<file path="src/rtl/addsub_rr_pipe.sv">
// addsub_rr_pipe: multi-flux signed add/subtract actor. A round-robin
// arbiter pops one operand pair per cycle from the ready fluxes into a
// one-entry registered output stage. That stage drains to the tagged write
// port and can be refilled in the same cycle it drains.
module addsub_rr_pipe #(
    parameter int FLUX       = 2,
    parameter int DATA_WIDTH = 18,
    parameter int TAG_WIDTH  = $clog2(FLUX),
    parameter bit SUB        = 1'b0,
    parameter bit SATURATE   = 1'b0
) (
    input  logic                            clk,
    input  logic                            rst_n,
    // operand A read port (first-word-fall-through)
    input  logic [FLUX-1:0]                 read_port_opA_empty,
    output logic [FLUX-1:0]                 read_port_opA_read,
    input  logic [DATA_WIDTH+TAG_WIDTH-1:0] read_port_opA_dout,
    // operand B read port (first-word-fall-through)
    input  logic [FLUX-1:0]                 read_port_opB_empty,
    output logic [FLUX-1:0]                 read_port_opB_read,
    input  logic [DATA_WIDTH+TAG_WIDTH-1:0] read_port_opB_dout,
    // result write port
    input  logic [FLUX-1:0]                 write_port_sum_full,
    output logic                            write_port_sum_write,
    output logic [DATA_WIDTH+TAG_WIDTH-1:0] write_port_sum_din,
    output logic                            ovf
);

    localparam int WORD_W = DATA_WIDTH + TAG_WIDTH;

    localparam logic signed [DATA_WIDTH-1:0] SAT_MAX = {1'b0, {(DATA_WIDTH-1){1'b1}}};
    localparam logic signed [DATA_WIDTH-1:0] SAT_MIN = {1'b1, {(DATA_WIDTH-1){1'b0}}};
    localparam logic [TAG_WIDTH-1:0]         LAST_CH = TAG_WIDTH'(FLUX - 1);
    localparam logic [FLUX-1:0]              ONE_HOT = {{(FLUX-1){1'b0}}, 1'b1};

    // Exact result, one guard bit wider than the operands.
    function automatic logic signed [DATA_WIDTH:0] exact_result(
        input logic signed [DATA_WIDTH-1:0] a,
        input logic signed [DATA_WIDTH-1:0] b
    );
        logic signed [DATA_WIDTH:0] ax;
        logic signed [DATA_WIDTH:0] bx;
        ax = {a[DATA_WIDTH-1], a};
        bx = {b[DATA_WIDTH-1], b};
        return SUB ? (ax - bx) : (ax + bx);
    endfunction

    // The exact value left the signed range when the guard bit and the sign bit disagree.
    function automatic logic range_ovf(input logic signed [DATA_WIDTH:0] e);
        return e[DATA_WIDTH] ^ e[DATA_WIDTH-1];
    endfunction

    // Wrap or clamp according to SATURATE; the guard bit gives the true sign.
    function automatic logic signed [DATA_WIDTH-1:0] saturate_result(
        input logic signed [DATA_WIDTH:0] e
    );
        if (SATURATE && range_ovf(e))
            return e[DATA_WIDTH] ? SAT_MIN : SAT_MAX;
        else
            return e[DATA_WIDTH-1:0];
    endfunction

    // Output stage registers and arbiter pointer
    logic                         vld_p1;
    logic [TAG_WIDTH-1:0]         tag_p1;
    logic signed [DATA_WIDTH-1:0] data_p1;
    logic                         ovf_p1;
    logic [TAG_WIDTH-1:0]         ptr;

    logic signed [DATA_WIDTH-1:0] opa_p0;
    logic signed [DATA_WIDTH-1:0] opb_p0;
    logic signed [DATA_WIDTH:0]   exact_p0;
    logic [FLUX-1:0]              eligible;
    logic                         drain;
    logic                         can_load;
    logic                         grant_vld;
    logic [TAG_WIDTH-1:0]         grant_tag;
    logic                         unused_tags;

    // Incoming tag bits carry no meaning for this actor.
    assign unused_tags = ^{read_port_opA_dout[WORD_W-1:DATA_WIDTH],
                           read_port_opB_dout[WORD_W-1:DATA_WIDTH]};

    // ---- stage p0: operand capture and arithmetic ----
    assign opa_p0   = read_port_opA_dout[DATA_WIDTH-1:0];
    assign opb_p0   = read_port_opB_dout[DATA_WIDTH-1:0];
    assign exact_p0 = exact_result(opa_p0, opb_p0);

    assign eligible = ~read_port_opA_empty & ~read_port_opB_empty & ~write_port_sum_full;
    assign drain    = vld_p1 && !write_port_sum_full[tag_p1];
    assign can_load = rst_n && (!vld_p1 || drain);

    // Round-robin scan starting at ptr; first eligible channel wins.
    always_comb begin
        int                   idx;
        logic [TAG_WIDTH-1:0] idx_t;
        grant_vld = 1'b0;
        grant_tag = '0;
        idx       = 0;
        idx_t     = '0;
        for (int k = 0; k < FLUX; k++) begin
            idx = int'(ptr) + k;
            if (idx >= FLUX)
                idx = idx - FLUX;
            idx_t = TAG_WIDTH'(idx);
            if (!grant_vld && can_load && eligible[idx_t]) begin
                grant_vld = 1'b1;
                grant_tag = idx_t;
            end
        end
    end

    assign read_port_opA_read = grant_vld ? (ONE_HOT << grant_tag) : '0;
    assign read_port_opB_read = grant_vld ? (ONE_HOT << grant_tag) : '0;

    // ---- stage p1: registered result, drained to the write port ----
    assign write_port_sum_write = drain;
    assign write_port_sum_din   = {tag_p1, data_p1};
    assign ovf                  = ovf_p1 && drain;

    // Load the stage on a grant (possibly while draining), otherwise empty it on drain.
    always_ff @(posedge clk or negedge rst_n) begin
        if (!rst_n) begin
            vld_p1  <= 1'b0;
            tag_p1  <= '0;
            data_p1 <= '0;
            ovf_p1  <= 1'b0;
            ptr     <= '0;
        end else if (grant_vld) begin
            vld_p1  <= 1'b1;
            tag_p1  <= grant_tag;
            data_p1 <= saturate_result(exact_p0);
            ovf_p1  <= range_ovf(exact_p0);
            ptr     <= (grant_tag == LAST_CH) ? '0 : grant_tag + 1'b1;
        end else if (drain) begin
            vld_p1  <= 1'b0;
        end
    end

endmodule

</file>
<file path="config.mk">
export PLATFORM = sky130hd
export DESIGN_NAME = addsub_rr_pipe
export DESIGN_NICKNAME = d
export VERILOG_FILES = /design/src/rtl/addsub_rr_pipe.sv
export SDC_FILE = /design/constraint.sdc
export NUM_CORES = 1
export LEC_CHECK = 0
export BUFFER_PORTS_ARGS = -buffer_cell sky130_fd_sc_hd__buf_2
export CORE_MARGIN = 2
export CORE_UTILIZATION = 52
export CTS_CLUSTER_DIAMETER = 150
export DETAILED_ROUTE_END_ITERATION = 10
export MAX_ROUTING_LAYER = met4
export PLACE_DENSITY = 0.82
export SLEW_MARGIN = 30
export SYNTH_ARGS = -nofsm -noshare
export SYNTH_HDL_FRONTEND = slang
export SYNTH_SLANG_ARGS = --single-unit
export TNS_END_PERCENT = 50
</file>
<file path="constraint.sdc">
create_clock -name clk -period 4.25 [get_ports clk]
set_clock_uncertainty 0.2 [all_clocks]
set_input_delay 0 -clock clk [delete_from_list [all_inputs] [get_ports clk]]
set_output_delay 0 -clock clk [all_outputs]
set_load 0.01 [all_outputs]
</file>
==> flow_summary_export.csv, run 1 <==
group,metric,value,unit
power_and_ir_drop,switching_share,34.40,%
power_and_ir_drop,p_int,525.5,µW
cells_and_area,layout-drive-gt1-share,31.25,%
cells_and_area,syn2layout_area_growth,33.09,%
synthesis,synth-adder-area-share,14.22,%
global_route,antenna_found_initial,0,
floorplan,die_x,61.58,µm
floorplan,fp.coreArea,3103,µm²
detailed_routing,drt_iter0_markers,60,
cts,cts_buffers,3,
worst_setup_path,required,4.25,ns
synthesis,synth_top_area_cell,"dfrtp_1",
detailed_routing,dr.pass1.iters,4,
synthesis,synthXorXnorAreaFrac,7.620,%
run_status,status,"finished clean",
synthesis,synth-warning-count,0,
synthesis,synth.distinct_cells,39,
synthesis,avgSynthCellArea,9.027,µm²
cells_and_area,fin_nets,338,
timing,timing.final.crit_share,61.80,%
timing,maxSlewViolCount,0,
worst_setup_path,endpoint_kind,"register",
cts,clock_path_buffers,2,
placement,place_congestion,0.8753,
global_route,grt_pass1_wl,6637,µm
power_and_ir_drop,leakagePower,1.185,nW
cells_and_area,antenna_cells,0,
cts,cts.sinks,22,
synthesis,synth_top_family_by_area,"compound AO/OA/AOI/OAI gates",
min_path,hold_class,"in -> reg",
cts,cts_resized,0,
worst_setup_path,max_stage_delay,0.58,ns
synthesis,syn-num-nets,256,
cts,cts_tree,"built",
timing,period_needed,2.627,ns
power_and_ir_drop,power,801.0,µW
timing,relSlewSlack,60.61,%
worst_setup_path,crit_path_cell_trace,"mux2i_1, dlygate4sd3_1, nand2b_1, and2_1, nand2_1, nand2_1, o21ai_0, dlygate4sd3_1",
detailed_routing,ant_nets,0,
floorplan,die_h,61.58,µm
job,maxCapViolations,0,
synthesis,postSynthCellCount,191,
timing,finalSetupViolations,0,
worst_setup_path,crit_path_max_fanout,3,
timing,hold_viol_final,0,
cts,cts_root_buffer,"clkbuf_4",
global_route,grt_pass1_vias,1632,
synthesis,seq_area_frac_synth,31.93,%
power_and_ir_drop,seqPwrFrac,38.4,%
floorplan,io_pins,71,
timing,finalSetupTns,0,ns
synthesis,yosys.area_share.simple,13.06,%
power_and_ir_drop,power_density,349.0,nW/µm²
synthesis,synth_area_leaders,"dfrtp_1 32%, ha_1 13%, o21ai_0 6.4%, nand2_1 6.1%, a21oi_1 4.9%",
worst_setup_path,slowest_stage,"dlygate4sd3_1",
timing,rsz0062_at_grt,"no",
synthesis,ys_ff_latch,22,
floorplan,rows,20,
worst_setup_path,critPathKind,"reg -> reg",
cts,cts.hold.buffers_added,15,
floorplan,initial_core_util,55.56,%
cts,htree_levels,1,
worst_setup_path,worst_setup_path_start_kind,"register",
cts,cts_setup_buffers,0,
floorplan,dieArea,3792,µm²
cts,path_clk_slew,0.12,ns
synthesis,synth_area,1724,µm²
detailed_routing,viasPerCell,5.180,
placement,numPortBuffers,68,
global_route,grt_max_degree,35,
detailed_routing,vias,1637,
detailed_routing,routed_wl,4050,µm
cells_and_area,utilization,73.95,%
synthesis,synthMuxAreaShare,2.540,%
detailed_routing,wl_per_cell,12.82,µm
global_route,grtUsageTotal,23.62,%
worst_setup_path,cp_top_family,"buffers and inverters",
power_and_ir_drop,combinationalPowerShare,42.1,%
timing,tightest_slew,0.5888,ns
cts,clk_latency,0.30,ns
power_and_ir_drop,clockPowerShare,19.5,%
placement,dp_hpwl,3047,µm
worst_setup_path,critPathArrivalTime,2.62,ns
synthesis,yosysTopAreaCellShare,31.93,%
timing,max_freq,380.7,MHz
synthesis,synth_compound_area_share,27.07,%
detailed_routing,drc,0,
power_and_ir_drop,p_sw,275.5,µW
power_and_ir_drop,ir_worst_vdd,0.0001453,V
worst_setup_path,crit_buf_inv,2,
global_route,grt_overflow,0,
## power by group through the flow
stage / combinational, mW / clock (mW) / sequential, mW
floorplan: 0.175 / 0 / 0.334
global placement: 0.309 / 0 / 0.306
detailed placement: 0.317 / 0 / 0.311
CTS: 0.336 / 0.158 / 0.306
global route: 0.380 / 0.166 / 0.316
finish: 0.337 / 0.156 / 0.308
## layer usage
metal  GRT usage (%)  vias to the layer above  routed length (µm)
met5               -                        -                   0
met4           6.991                        0                  27
met3           2.101                        2                 213
met2           42.41                       51                2078
met1           27.84                      735                1731
li1                -                      849                   -
## flip-flops by register name, summed over array words and instances, names as in the netlist
signal,flops
ptr,1
tag_p1,1
data_p1,18
vld_p1,1
ovf_p1,1
## tightest hold or removal path, stage by stage
cell     delay [ns]
buf_2          0.08
ha_1           0.16
o21a_1         0.16
o31ai_1        0.08
## cells by family (layout without fill, tap and decap cells)
logic type                 Yosys count  count (layout)
adders and majority gates           19              19
xor gates and xnor gates            15              15
DFF                                 22              22
buffers and inverters               13              94
AOI/OAI and AO/OA                   68              68
and+or+nand+nor                     50              50
muxes                                4               4
## synth_stat cells (all sizes together)
| master | instances |
|---|---|
| nand2 | 28 |
| o21ai | 24 |
| dfrtp | 22 |
| ha | 18 |
| a21oi | 17 |
| a21o | 9 |
| xnor2 | 8 |
| xor2 | 7 |
| inv | 6 |
| a31oi | 5 |
| and3 | 4 |
| buf | 4 |
| nand3 | 4 |
| nor2 | 4 |
| a211oi | 3 |
| and2 | 3 |
| clkbuf | 3 |
| mux2 | 3 |
| nor3 | 3 |
| o31ai | 3 |
| o211ai | 2 |
| o21bai | 2 |
| a41oi | 1 |
| fa | 1 |
| mux2i | 1 |
| nand2b | 1 |
| nand4 | 1 |
| nor2b | 1 |
| o2111ai | 1 |
| o21a | 1 |
| or2 | 1 |
## placed cells by master (no fill, tap or decap), drive strengths merged, types with 2 or more instances in the layout
cell,instances
a211oi,3
a21o,9
a21oi,17
a31oi,5
and2,3
and3,4
buf,69
clkbuf,3
dfrtp,22
dlygate4sd3,15
ha,18
inv,6
mux2,3
nand2,28
nand3,4
nor2,4
nor3,3
o211ai,2
o21ai,24
o21bai,2
o31ai,3
xnor2,8
xor2,7
## path summary, 6_finish.rpt
check,slack [ns],endpoint,from,cells after the start
setup / recovery,1.62,ptr,tag_p1,8
hold / removal,0.004,data_p1[5],read_port_opB_dout[5],4
setup reg to reg,1.62,ptr,tag_p1,8
hold reg to reg,0.29,data_p1[11],data_p1[11],2
max in group asynchronous,2.18,data_p1[7],rst_n,4
min in group asynchronous,0.43,tag_p1,rst_n,3
## metrics by stage
stage	area [µm²]	hold slack [ns]	instances	worst slack (ns)
2_1_floorplan	1724	-0.4956	191	2.185
3_3_place_gp	2092	-0.2170	297	1.881
3_5_place_dp	2092	-0.2104	297	1.837
4_1_cts	2295	0.002062	316	1.618
5_1_grt	2295	0.01480	316	1.438
6_report	2295	0.004396	316	1.623
## area by class of cell
cell class                      count  area (µm²)
Clock buffer                        3       22.52
Fill cell                         254       808.3
Inverter                            6       22.52
Tap cell                           44       55.05
Sequential cell                    22       550.5
Timing Repair Buffer               84       498.0
Multi-Input combinational cell    156        1116
Clock inverter                      1       30.03
(Power assumes the default switching activity.)
==> run 2: changes to the inputs <==
--- a/config.mk
+++ b/config.mk
@@ -5,13 +5,14 @@
 export SDC_FILE = /design/constraint.sdc
 export NUM_CORES = 1
 export LEC_CHECK = 0
+export ABC_AREA = 1
 export BUFFER_PORTS_ARGS = -buffer_cell sky130_fd_sc_hd__buf_2
 export CORE_MARGIN = 2
-export CORE_UTILIZATION = 52
+export CORE_UTILIZATION = 45
 export CTS_CLUSTER_DIAMETER = 150
 export DETAILED_ROUTE_END_ITERATION = 10
 export MAX_ROUTING_LAYER = met4
-export PLACE_DENSITY = 0.82
+export PLACE_DENSITY = 0.73
 export SLEW_MARGIN = 30
 export SYNTH_ARGS = -nofsm -noshare
 export SYNTH_HDL_FRONTEND = slang
==> constraint.sdc (replaced) <==
create_clock -name clk -period 2.4 [get_ports clk]
set_clock_uncertainty 0.2 [all_clocks]
set_input_delay 0 -clock clk [delete_from_list [all_inputs] [get_ports clk]]
set_output_delay 0 -clock clk [all_outputs]
set_load 0.01 [all_outputs]
==> flow_summary_export.csv, run 2 <==
group,metric,value,unit
synthesis,yosysTopAreaCellShare,27.67,%
synthesis,synth.distinct_cells,30,
timing,rsz0062_at_grt,"no",
placement,place_congestion,0.8497,
floorplan,rows,24,
cts,cts_root_buffer,"clkbuf_8",
cells_and_area,layout_commonest_cell,"nand2_1",
timing,period_needed,2.240,ns
synthesis,synth-warning-count,0,
cells_and_area,largest_register,"data_p1",
synthesis,ys_ff_latch,22,
cts,clock_path_buffers,2,
worst_setup_path,crit_path_max_fanout,16,
global_route,grt_pass1_vias,1807,
cts,cts_buffers,3,
floorplan,dieArea,4969,µm²
detailed_routing,vias,2029,
detailed_routing,wl_per_cell,10.86,µm
floorplan,fp.coreArea,4294,µm²
floorplan,initial_core_util,46.33,%
cts,htree_levels,1,
detailed_routing,drc,0,
cells_and_area,antenna_cells,0,
floorplan,die_h,70.49,µm
cells_and_area,fin_area,2530,µm²
worst_setup_path,max_stage_delay,0.55,ns
cts,cts_setup_buffers,0,
cells_and_area,utilization,58.92,%
cts,clk_latency,0.26,ns
synthesis,synth-main-ff-cell,"dfrtp_1",
synthesis,postSynthCellCount,292,
cells_and_area,fin_nets,435,
placement,dp.cells,406,
timing,timing.final.crit_share,93.32,%
job,maxCapViolations,0,
timing,max_freq,446.5,MHz
cells_and_area,largest_reg_flops,18,
synthesis,synth-edff-count,0,
detailed_routing,dr.pass1.iters,5,
synthesis,avgSynthCellArea,6.813,µm²
worst_setup_path,critPathArrivalTime,2.04,ns
detailed_routing,viasPerCell,4.819,
placement,place_area,2352,µm²
timing,whs,0.008521,ns
cells_and_area,syn2layout_area_growth,27.17,%
worst_setup_path,endpoint_kind,"primary output",
synthesis,yosysMostFrequentCell,"nand2_1",
cts,cts_tree,"built",
synthesis,synth_area_leaders,"dfrtp_1 28%, nand2_1 21%, ha_1 11%, inv_1 4.9%, nand3_1 4.5%",
worst_setup_path,required,2.20,ns
synthesis,seq_area_frac_synth,27.67,%
synthesis,synth_area,1989,µm²
run_status,status,"finished clean",
timing,relSlewSlack,81.67,%
synthesis,synthArstFlopShare,100.0,%
detailed_routing,ant_nets,0,
detailed_routing,drt_iter0_markers,89,
cts,cts.sinks,22,
floorplan,die_x,70.49,µm
timing,tightest_slew,0.2743,ns
power_and_ir_drop,leakagePower,1.471,nW
power_and_ir_drop,ir_worst_vdd,0.0002380,V
timing,hold_viol_final,0,
worst_setup_path,worst_setup_path_start_kind,"register",
worst_setup_path,cpMostUsedCell,"nand2_1",
global_route,grt_max_degree,33,
cells_and_area,fin_cells,421,
floorplan,io_pins,71,
power_and_ir_drop,power_density,551.6,nW/µm²
timing,finalSetupViolations,0,
synthesis,ys_top_cells_by_count,"111 x nand2_1, 26 x inv_1, 22 x dfrtp_1",
placement,numPortBuffers,68,
worst_setup_path,crit_path_cell_trace,"nand2_1, o21ai_2, dlygate4sd3_1, nand2_1, nand2_1, inv_2, nand2_8, nor2_2, buf_2",
synthesis,syn-num-nets,357,
cts,path_clk_slew,0.08,ns
worst_setup_path,slowest_stage,"dlygate4sd3_1",
worst_setup_path,critPathKind,"reg -> out",
global_route,grt_overflow,0,
synthesis,synth_top_area_cell,"dfrtp_1",
min_path,hold_class,"in -> reg",
timing,finalSetupTns,0,ns
detailed_routing,routed_wl,4571,µm
placement,dp_hpwl,3567,µm
global_route,grt_pass1_wl,7603,µm
global_route,grtUsageTotal,18.91,%
global_route,antenna_found_initial,0,
cells_and_area,final_cell_mix,"111 x nand2_1, 68 x buf_2, 26 x inv_1",
cells_and_area,layout-drive-gt1-share,27.10,%
timing,maxSlewViolCount,0,
## run 2: per-stage QoR
stage	setup WS (ns)	power [mW]
3_3_place_gp	0.5900	1.100
5_1_grt	0.01009	1.510
4_1_cts	0.04747	1.399
6_report	0.1603	1.395
2_1_floorplan	0.8622	0.9121
3_5_place_dp	0.5708	1.113
## run 2: worst max-delay path, delay by kind of cell (launching register included)
| family | cells | cell delay (ns) |
|---|---|---|
| buffers and inverters | 3 | 0.81 |
| AOI/OAI and AO/OA | 1 | 0.07 |
| DFF | 1 | 0.42 |
| and+or+nand+nor | 5 | 0.47 |
## run 2: worst paths after layout
| kind | startpoint | to | slack (ns) | cells past startpoint |
|---|---|---|---|---|
| setup / recovery | tag_p1 | read_port_opB_read[0] | 0.16 | 9 |
| hold / removal | read_port_opA_dout[17] | data_p1[17] | 0.009 | 5 |
| setup reg to reg | tag_p1 | data_p1[12] | 0.18 | 10 |
| hold reg to reg | data_p1[2] | data_p1[2] | 0.28 | 2 |
| max in group asynchronous | rst_n | tag_p1 | 1.71 | 3 |
| min in group asynchronous | rst_n | data_p1[5] | 0.07 | 3 |
## run 2: metal layers
metal	part of all wire, %	vias to the layer above	GRT usage (%)
li1	-	1081	-
met5	0	-	-
met3	5.0	2	1.010
met1	50	890	26.58
met4	0.68	0	5.128
met2	44	56	29.77
## run 2: cells by family after synthesis
| family | after synthesis | synth area share (%) |
|---|---|---|
| XOR/XNOR | 6 | 2.641 |
| adder cells (fa/ha/maj) | 19 | 12.33 |
| AND/OR/NAND/NOR | 176 | 39.87 |
| AO/OA/AOI/OAI | 32 | 9.308 |
| buffers and inverters | 37 | 8.175 |
| flip-flops | 22 | 27.67 |
## run 2: layout make-up
cell class              instances  area [µm²]
clock buffers                   4       55.05
multi-input cells             234        1299
flip-flops and latches         22       550.5
repair buffers                 79       447.9
inverters                      30       112.6
well taps                      52       65.06
fillers                       430        1764
## run 2: report_power, final
| group | switching, mW | internal [mW] |
|---|---|---|
| logic | 0.348 | 0.262 |
| clock network | 0.117 | 0.146 |
| registers | 0.0523 | 0.471 |
## run 2: what timing repair did
action,CTS,global route
hold endpoints to repair,28,0
resized for setup,0,2
hold buffers,10,0
setup endpoints to repair,0,11
